### config.mk
export PLATFORM = sky130hd
export DESIGN_NAME = uart_tx_only
export DESIGN_NICKNAME = d
export VERILOG_FILES = /design/src/rtl/uart_tx_pkg.sv /design/src/rtl/uart_tx_fifo.sv /design/src/rtl/uart_tx_only.sv
export SDC_FILE = /design/constraint.sdc
export NUM_CORES = 1
export LEC_CHECK = 0
export CAP_MARGIN = 25
export CELL_PAD_IN_SITES_DETAIL_PLACEMENT = 1
export CELL_PAD_IN_SITES_GLOBAL_PLACEMENT = 1
export CORE_ASPECT_RATIO = 1.25
export CORE_MARGIN = 3
export CORE_UTILIZATION = 60
export DETAILED_ROUTE_END_ITERATION = 6
export HOLD_SLACK_MARGIN = 0.15
export PLACE_DENSITY = 0.8
export SLEW_MARGIN = 20
export SYNTH_ARGS = -nofsm -noshare
export SYNTH_HDL_FRONTEND = slang
export SYNTH_SLANG_ARGS = --single-unit
### constraint.sdc
create_clock -name i_clk_20mhz -period 5.4 [get_ports i_clk_20mhz]
set_input_delay 0.54 -clock i_clk_20mhz [delete_from_list [all_inputs] [get_ports i_clk_20mhz]]
set_output_delay 0.54 -clock i_clk_20mhz [all_outputs]
set_load 0.05 [all_outputs]
### src/rtl/uart_tx_pkg.sv
// rtl/uart_tx_pkg.sv - shared serializer states and frame constants for uart_tx_only
// Optional feature macro: UART_TX_PARITY_EN (adds an even-parity bit, 11-bit frame).
// Without it the frame is 8N1 (10 bits) and the PARITY state does not exist.
package uart_tx_pkg;

  localparam int STATE_W   = 3;
  localparam int DATA_BITS = 8;

`ifdef UART_TX_PARITY_EN
  localparam int FRAME_BITS = 11;
`else
  localparam int FRAME_BITS = 10;
`endif

  typedef enum logic [STATE_W-1:0] {
    S_IDLE   = 3'd0,
    S_START  = 3'd1,
    S_DATA   = 3'd2,
`ifdef UART_TX_PARITY_EN
    S_PARITY = 3'd3,
`endif
    S_STOP   = 3'd4
  } state_t;

endpackage

### src/rtl/uart_tx_fifo.sv
// rtl/uart_tx_fifo.sv - synchronous show-ahead byte FIFO with registered ready flag
// Ports:
//   i_clk, i_rstn  : clock, asynchronous active-low reset
//   i_push, i_data : write strobe and byte
//   i_pop          : remove head (ignored while empty)
//   o_data         : head byte, valid while !o_empty
//   o_empty        : no bytes stored
//   o_ready        : registered, free entries >= parm_READY_FREE
//   o_drop         : pulse, push refused because FIFO full and not popping
module uart_tx_fifo #(
  parameter int parm_DEPTH      = 64,
  parameter int parm_READY_FREE = 34
) (
  input  logic       i_clk,
  input  logic       i_rstn,
  input  logic       i_push,
  input  logic [7:0] i_data,
  input  logic       i_pop,
  output logic [7:0] o_data,
  output logic       o_empty,
  output logic       o_ready,
  output logic       o_drop
);

  localparam int AW = $clog2(parm_DEPTH);

  logic [7:0]    r_mem [parm_DEPTH];
  logic [AW-1:0] r_wr_ptr;
  logic [AW-1:0] r_rd_ptr;
  logic [AW:0]   r_count;
  logic          r_ready;
  logic          w_full;
  logic          w_pop;
  logic          w_push;
  logic [AW:0]   w_count_nxt;

  assign w_full  = (r_count == (AW+1)'(parm_DEPTH));
  assign o_empty = (r_count == '0);
  assign w_pop   = i_pop && !o_empty;
  // A pop in the same cycle frees the slot, so a push at full is still taken.
  assign w_push  = i_push && (!w_full || w_pop);
  assign o_drop  = i_push && !w_push;
  assign o_data  = r_mem[r_rd_ptr];
  assign o_ready = r_ready;

  always_comb begin
    w_count_nxt = r_count;
    if (w_push && !w_pop) begin
      w_count_nxt = r_count + 1'b1;
    end else if (!w_push && w_pop) begin
      w_count_nxt = r_count - 1'b1;
    end
  end

  always_ff @(posedge i_clk or negedge i_rstn) begin
    if (!i_rstn) begin
      r_wr_ptr <= '0;
      r_rd_ptr <= '0;
      r_count  <= '0;
      r_ready  <= 1'b1;
    end else begin
      if (w_push) r_wr_ptr <= r_wr_ptr + 1'b1;
      if (w_pop)  r_rd_ptr <= r_rd_ptr + 1'b1;
      r_count <= w_count_nxt;
      // Built from the next occupancy so ready never lags what is stored:
      // a burst of parm_READY_FREE started while ready always fits.
      r_ready <= (((AW+1)'(parm_DEPTH) - w_count_nxt) >= (AW+1)'(parm_READY_FREE));
    end
  end

  always_ff @(posedge i_clk) begin
    if (w_push) r_mem[r_wr_ptr] <= i_data;
  end

endmodule

### src/rtl/uart_tx_only.sv
// rtl/uart_tx_only.sv - transmit-only UART with byte FIFO, 8N1 or 8E1 frames
// Optional feature macro: UART_TX_PARITY_EN (even parity bit after the data bits).
// Ports:
//   i_clk_20mhz    : sole clock
//   i_rstn_20mhz   : asynchronous active-low reset, release synchronised internally
//   i_tx_data      : byte to enqueue
//   i_tx_valid     : enqueue strobe, one byte per high cycle
//   o_tx_ready     : registered, FIFO has >= parm_READY_FREE free entries
//   o_uart_txd     : serial line, idle high, driven from a flop
//   o_tx_overflow  : sticky, a byte was dropped on a full FIFO
//   o_tx_busy      : FIFO non-empty or a frame in progress
module uart_tx_only #(
  parameter int parm_CLK_HZ     = 20000000,
  parameter int parm_BAUD       = 115200,
  parameter int parm_FIFO_DEPTH = 64,
  parameter int parm_READY_FREE = 34
) (
  input  logic       i_clk_20mhz,
  input  logic       i_rstn_20mhz,
  input  logic [7:0] i_tx_data,
  input  logic       i_tx_valid,
  output logic       o_tx_ready,
  output logic       o_uart_txd,
  output logic       o_tx_overflow,
  output logic       o_tx_busy
);

  import uart_tx_pkg::*;

  localparam int BIT_CLKS = (parm_CLK_HZ + parm_BAUD / 2) / parm_BAUD;
  localparam int CNT_W    = (BIT_CLKS > 1) ? $clog2(BIT_CLKS) : 1;
  // Sized from the frame length so the index covers any frame position.
  localparam int IDX_W    = $clog2(FRAME_BITS);
  localparam logic [CNT_W-1:0] CNT_LAST = CNT_W'(BIT_CLKS - 1);

  logic [1:0]       r_rst_sync;
  state_t           r_state;
  logic [CNT_W-1:0] r_baud_cnt;
  logic [IDX_W-1:0] r_bit_idx;
  logic [7:0]       r_shift;
  logic             r_txd;
  logic             r_overflow;
`ifdef UART_TX_PARITY_EN
  logic             r_parity;
`endif

  logic       w_run;
  logic       w_bit_end;
  logic       w_pop;
  logic       w_empty;
  logic       w_drop;
  logic       w_ready;
  logic [7:0] w_fifo_data;

  uart_tx_fifo #(
    .parm_DEPTH      (parm_FIFO_DEPTH),
    .parm_READY_FREE (parm_READY_FREE)
  ) u_fifo (
    .i_clk   (i_clk_20mhz),
    .i_rstn  (i_rstn_20mhz),
    .i_push  (i_tx_valid),
    .i_data  (i_tx_data),
    .i_pop   (w_pop),
    .o_data  (w_fifo_data),
    .o_empty (w_empty),
    .o_ready (w_ready),
    .o_drop  (w_drop)
  );

  // Reset asserts immediately; release is seen by the FSM two edges later.
  always_ff @(posedge i_clk_20mhz or negedge i_rstn_20mhz) begin
    if (!i_rstn_20mhz) r_rst_sync <= 2'b00;
    else               r_rst_sync <= {r_rst_sync[0], 1'b1};
  end

  assign w_run     = r_rst_sync[1];
  assign w_bit_end = (r_baud_cnt == CNT_LAST);
  // A byte is taken from IDLE, or straight out of the last stop-bit cycle.
  assign w_pop     = w_run && !w_empty &&
                     ((r_state == S_IDLE) || ((r_state == S_STOP) && w_bit_end));

  always_ff @(posedge i_clk_20mhz or negedge i_rstn_20mhz) begin
    if (!i_rstn_20mhz) begin
      r_state    <= S_IDLE;
      r_baud_cnt <= '0;
      r_bit_idx  <= '0;
      r_shift    <= '0;
      r_txd      <= 1'b1;
      r_overflow <= 1'b0;
`ifdef UART_TX_PARITY_EN
      r_parity   <= 1'b0;
`endif
    end else begin
      r_overflow <= r_overflow | w_drop;
      r_baud_cnt <= ((r_state == S_IDLE) || w_bit_end) ? '0 : r_baud_cnt + 1'b1;
      case (r_state)
        S_IDLE: begin
          r_txd <= 1'b1;
          if (w_pop) begin
            r_shift <= w_fifo_data;
`ifdef UART_TX_PARITY_EN
            r_parity <= ^w_fifo_data;
`endif
            r_txd   <= 1'b0;
            r_state <= S_START;
          end
        end
        S_START: begin
          if (w_bit_end) begin
            r_state   <= S_DATA;
            r_bit_idx <= '0;
            r_txd     <= r_shift[0];
          end
        end
        S_DATA: begin
          if (w_bit_end) begin
            if (r_bit_idx == IDX_W'(DATA_BITS - 1)) begin
`ifdef UART_TX_PARITY_EN
              r_state <= S_PARITY;
              r_txd   <= r_parity;
`else
              r_state <= S_STOP;
              r_txd   <= 1'b1;
`endif
            end else begin
              r_bit_idx <= r_bit_idx + 1'b1;
              r_shift   <= {1'b0, r_shift[7:1]};
              r_txd     <= r_shift[1];
            end
          end
        end
`ifdef UART_TX_PARITY_EN
        S_PARITY: begin
          if (w_bit_end) begin
            r_state <= S_STOP;
            r_txd   <= 1'b1;
          end
        end
`endif
        S_STOP: begin
          if (w_bit_end) begin
            if (w_pop) begin
              r_shift <= w_fifo_data;
`ifdef UART_TX_PARITY_EN
              r_parity <= ^w_fifo_data;
`endif
              r_txd   <= 1'b0;
              r_state <= S_START;
            end else begin
              r_txd   <= 1'b1;
              r_state <= S_IDLE;
            end
          end
        end
        default: begin
          r_txd   <= 1'b1;
          r_state <= S_IDLE;
        end
      endcase
    end
  end

  assign o_uart_txd    = r_txd;
  assign o_tx_ready    = w_ready;
  assign o_tx_overflow = r_overflow;
  assign o_tx_busy     = (r_state != S_IDLE) || !w_empty;

endmodule

Word level (Yosys, flattened, before mapping):

Memory sizes are Yosys's and may differ from the RTL's.
Index checks and enable logic that the tools add are counted.
Widths: inputs -> output; s select.

* magnitude comparators: 1
* muxes and demuxes: 27
* add/subtract/negate cells: 7
* eq/ne operators: 12
* bitwise gates (word level): 1
* reductions and logical operators: 25

Operators by type and width (count)
* $mux 8: 5
* $pmux 8 s3: 1
* $mux 3: 5
* $mux 7: 2
* $add 6x1->6 const B: 2
* $mux 4: 3
* $pmux 3 s4: 1
* $ne 2x2->1 const B: 5
* $add 8x1->8 const B: 1
* $eq 8x8->1 const B: 1
* $logic_and 1x1->1: 8
* $mux 1: 8
* $pmux 4 s2: 1
* $reduce_and 4->1: 2
* $add 7x1->7 const B: 1
* $eq 7x7->1 const B: 1
* $ge 7x6->1 const B: 1
* $logic_not 7->1: 1
* $sub 7x1->7 const B: 1
* $sub 7x7->7 const A: 1
* $reduce_bool 3->1: 2
* $reduce_and 5->1: 1
* $add 4x1->4 const B: 1
* $eq 4x3->1 const B: 1
* other kinds (11): 17

* bits in registers: 47
* memory bits (writable): 512
* output and inout port bits: 4
* logic and storage cells: 85
* memories: 1

Memories
* u_fifo.r_mem: depth 64, bits a word 8, read ports 1, clocked after Yosys merged registers in 0, write ports 1, RTL line uart_tx_fifo.sv:27 `logic [7:0] r_mem [parm_DEPTH];`

Logic depth before layout (Yosys ltp):

* depth in word-level cells: 13
* mapped depth: 17
* gate-level depth less buffers: 16

By module:

A second synthesis with hierarchy kept.

* cell total of the unflattened synthesis: 1073
* area, all modules: 22390.2 um2

By module, submodules not included
* uart_tx_fifo: instances 1, sequential area each 15876.5 um2, cells an instance 941, area each 20968.9 um2
* uart_tx_only: instances 1, sequential area each 676.9 um2, cells an instance 132, area each 1421.4 um2

Worst setup path after synthesis:

No wires, ideal clock.

* path kind: flip-flop to flip-flop
* from: register r_baud_cnt[1]
* to: memory u_fifo.r_mem[63][0] (enable)
* data required time: 5.030 ns
* stages on the path, launching flop included: 12
* clock period less this slack: 2.916 ns
* library setup time: 0.370 ns
* arrival: 2.545 ns
* slack: 2.484 ns
* cells stage by stage: dfrtp_1 > inv_1 > ha_1 > nand4bb_1 > o21a_1 > buf_2 > nor3_2 > o21ai_1 > nor2_1 > nand3_1 > buf_2 > nor2_1

* longest elaborated chain between the ends: 9

Ends and longest elaborated chain
* start, declared: RTL line uart_tx_only.sv:38 `logic [CNT_W-1:0] r_baud_cnt;`
* start signal, assigned: RTL line uart_tx_only.sv:95 `r_baud_cnt <= ((r_state == S_IDLE) || w_bit_end) ? '0 : r_baud_cnt + 1'b1;`
* $eq 8x8->1: RTL line uart_tx_only.sv:77 `assign w_bit_end = (r_baud_cnt == CNT_LAST);`
* $logic_and 1x1->1: RTL line uart_tx_only.sv:80 `((r_state == S_IDLE) || ((r_state == S_STOP) && w_bit_end));`
* $logic_or 1x1->1: RTL line uart_tx_only.sv:80
* $logic_and 1x1->1: RTL line uart_tx_only.sv:79 `assign w_pop = w_run && !w_empty &&`
* $logic_and 1x1->1: RTL line uart_tx_fifo.sv:39 `assign w_pop = i_pop && !o_empty;`
* $logic_or 1x1->1: RTL line uart_tx_fifo.sv:41 `assign w_push = i_push && (!w_full || w_pop);`
* $logic_and 1x1->1: RTL line uart_tx_fifo.sv:41
* $mux 1: RTL line uart_tx_fifo.sv:72 `if (w_push) r_mem[r_wr_ptr] <= i_data;`
* $mux 1 (not written as such): RTL line uart_tx_fifo.sv:72
* end, declared: RTL line uart_tx_fifo.sv:27

Every way passes these cells.

Final worst setup path:

* from: register r_baud_cnt[1]
* to: memory u_fifo.r_mem[47][3] (enable)

The elaborated chain is that of the path after synthesis.

==> summary.txt <==
Power
  – Pwr/cell area: 429.1 mW/mm^2
  – Psw: 2.696 mW
  – Sw frac: 0.2546
  – Leakage power: between 7 and 8 nW
  – Pwr Total: ~11 mW
  – Reg power frac: 0.490
  – VDD IR-drop max: 0.0003288 V
  – Comb pwr share: 0.157
  – Clock power frac: 0.353
  – Pint: 7.896 mW

Setup path
  – Critical Path Sink: u_fifo.r_mem[47][3]
  – Startpoint type of the worst setup path: flip-flop
  – Critical path endpoint category: flip-flop
  – Worst r2r src: r_baud_cnt[1]
  – Worst Setup SP: r_baud_cnt[1]
  – Worst reg2reg endpoint: u_fifo.r_mem[47][3]
  – Cells on worst reg2reg path: 9
  – Max FO, Critical Path: 11
  – CP Class: flip-flop to flip-flop
  – Critical path arrival: 4510 ps
  – Data required time of the worst path: 5590 ps
  – Reg2reg setup slack: 1090 ps

Die
  – Chip Height: 221.5 um
  – IO Pins: 15
  – Initial Util: 0.6105
  – Chip width: 178.4 um
  – Core footprint: about 0.037 sq mm
  – Die area: 0.03950 sq mm
  – FP Rows: 78

CTS
  – CTS clk-pin slew, worst paths: roughly 70 ps
  – CTS Buffer Depth: 3
  – Worst skew pair latency: 560 ps
  – Post-CTS repair timing setup buffer count: 0
  – # clock sinks: around 560
  – Root buffer cell: clkbuf_16
  – TritonCTS clock tree: built
  – TritonCTS Buffers: 52
  – H-tree depth: 2

Final layout
  – Fin nets: 1143
  – Fraction of layout cells with a size suffix above 1: 0.2509
  – Cell Count, Final, Fillers Out: ~1600
  – Area added between synthesis and finish: 10.77%
  – Diodes inserted: 0

Run
  – MaxCap Viol Count: 0

Synth
  – Sequential fraction of the synthesis area: 0.7429
  – Top_reg_cell synth: edfxtp_1
  – Mean area per synthesized cell: 20.39 sq um
  – Post-synth EDFFs: 512
  – Share of synthesized registers carrying an async set or reset: 0.08408
  – Mapped Nets: 1113
  – Synth unique cells: 55
  – Flops & latches, synth: 559
  – Synth Cell Area: between 0.02 and 0.025 sq mm
  – Synth warnings: 0
  – Mapped Cells: ~1100

Global route
  – Gr usage total: 0.2664
  – First-pass GRT wire length: a little under 80000 um
  – Grt total ovfl: 0
  – Vias in the first global route: 11638
  – Initial antenna violation count: 0
  – Largest net degree at the start of global routing: 65

STA
  – Min Tclk post-route: 4314 ps
  – Setup violators final: 0
  – TNS Setup: 0 ps
  – Final Hold Vio Count: 0
  – Worst-margin pin slew: just under 900 ps
  – FMAX: 231.8 MHz
  – Period utilisation layout: 0.7990
  – Final Max Tran Viols: 0
  – Setup WS post-layout: 1086 ps
  – RSZ-0062 raised after global routing: false
  – Rel. slew slack: 0.4184
  – Clock Skews: approximately 12 ps

Placement
  – DP Cell Count: between 1500 and 2000
  – Final Wtd Congestion: 0.8269
  – Buffers on Ports: 14
  – Pre-CTS setup slack: 1251 ps
  – Post-detail-place hpwl: ~31000 um

Route
  – DR iter-0 viols: 1099
  – Routed len/inst: 30.63 um
  – Final ANT Viol Nets: 0
  – Total number of vias: 10837
  – Routed WL: between 50000 and 60000 um
  – DR DRC count: 0
  – TritonRoute pass-1 iters: 7
  – Vias per cell: ~6.6

Outcome
  – Status: finished, final reports clean

Min path
  – HP Class: flip-flop to flip-flop
## sequential cells by signal, summed over array words and instances (netlist names)
register	count
r_state	3
o_tx_overflow	1
u_fifo.o_ready	1
o_uart_txd	1
u_fifo.r_mem	512
u_fifo.r_rd_ptr	6
u_fifo.r_count	7
r_rst_sync	2
u_fifo.r_wr_ptr	6
r_bit_idx	4
r_shift	8
r_baud_cnt	8
## placed cells by master, fill, tap and decap left out, drive strengths merged, types with 2 or more instances in the layout
cell,instances
edfxtp,512
mux4,168
nor2,104
clkbuf,64
nand2,50
dfrtp,45
buf,25
clkinv,22
nand3,15
xnor2,14
o21ai,14
a31oi,11
inv,10
nand4,10
ha,9
bufinv,8
o31ai,7
a21oi,7
or2,7
nor3,7
xor2,5
clkdlybuf4s50,5
nand3b,4
nor2b,3
or3,3
nor4b,3
nand4b,2
and2,2
a21o,2
or3b,2
a211oi,2
or4,2
dfstp,2
o211ai,2
nor3b,2
a22oi,2
## cell type report
cell class                 count  area, sq um
fill                        2897        11820
clock inverter                31        350.3
tap                          480        600.6
sequential                   559        16560
clock buffer                  64         1398
multi-input combinational    469         5446
timing repair buffer          31        287.8
inverter                      10        37.54
## cell families after synthesis
kind of cell / after synthesis / synth area share
AND/OR/NAND/NOR: 219 / 0.04548
flip-flops: 559 / 0.7429
adder cells (fa/ha/maj): 9 / 0.005054
multiplexers: 169 / 0.1703
XOR/XNOR: 19 / 0.007805
buffers and inverters: 65 / 0.01269
AO/OA/AOI/OAI: 52 / 0.01567
other: 1 / 0.0001683
## routing by layer
layer	share of wire	routed length (um)	global-route usage	up-vias
met5	0	0	0	-
met4	0.026	1317	0.06992	0
met3	0.058	2923	0.03845	77
met2	0.53	26700	0.4494	427
met1	0.39	19410	0.3727	5817
li1	-	-	-	4516
## per-stage QoR
step | utilization | instance area, sq um | hold WS (ps)
floorplan | - | 22280 | 244.4
global placement | 0.6270 | 22880 | 332.9
detailed placement | 0.6281 | 22920 | 339.5
CTS | 0.6762 | 24680 | 352.7
global route | 0.6762 | 24680 | 372.1
finish | 0.6762 | 24680 | 351.6
## repair_timing
| item | in CTS | in global routing |
|---|---|---|
| resized for setup | 0 | 0 |
| hold buffers | 1 | 0 |
| endpoints found under the hold margin | 45 | 0 |
## power groups by stage
stage               Sequential, mW  Combinational (mW)  Clock [mW]
global route                  5.22                1.79        3.98
finish                        5.19                1.66        3.74
global placement              5.25                1.58           0
detailed placement            5.27                1.65           0
CTS                           5.19                1.68        3.79
floorplan                     5.16                1.19           0
## cell usage after synthesis, types with 2 or more instances
library cell  instances  area share
a211oi_1              2     0.00067
a21o_1                2     0.00067
a21oi_1               7      0.0016
a31oi_1              11      0.0031
and2_1                2     0.00056
buf_1                15      0.0025
buf_2                 9      0.0020
buf_4                 7      0.0024
clkbuf_1             23      0.0039
dfrtp_1              45       0.051
dfstp_2               2      0.0024
edfxtp_1            512        0.69
ha_1                  9      0.0051
inv_1                10      0.0017
mux4_2              168        0.17
nand2_1              50      0.0084
nand3_1              15      0.0034
nand3b_1              4      0.0013
nand4_1              10      0.0028
nand4b_1              2     0.00079
nor2_1              104       0.018
nor2b_1               3     0.00084
nor3_1                6      0.0013
nor4b_1               2     0.00079
o21ai_0              10      0.0022
o21ai_1               3     0.00067
o31ai_1               7      0.0024
or2_2                 6      0.0017
or3_1                 3     0.00084
or3b_2                2     0.00079
or4_1                 2     0.00067
xnor2_1              13      0.0051
xor2_1                5      0.0020
## how the worst min path moves through the flow
stage,cells past startpoint,start,slack (ps),endpoint
final,0,r_rst_sync[0],350,r_rst_sync[1]
after global routing,0,r_rst_sync[0],370,r_rst_sync[1]
after CTS,0,r_rst_sync[0],350,r_rst_sync[1]
after detailed placement,0,r_rst_sync[0],340,r_rst_sync[1]
after global placement,0,r_rst_sync[0],330,r_rst_sync[1]
after floorplan,0,i_rstn_20mhz,240,o_tx_overflow
## worst max-delay path: stages, from the launching register on
cell,delay (ps)
dfrtp_1,430
inv_1,90
ha_1,180
nand4bb_1,180
o21a_1,350
nor3_2,540
o21ai_1,310
nor2_1,340
nand3_1,670
nor2_1,850
No activity file was read; power rests on OpenSTA's default activity.
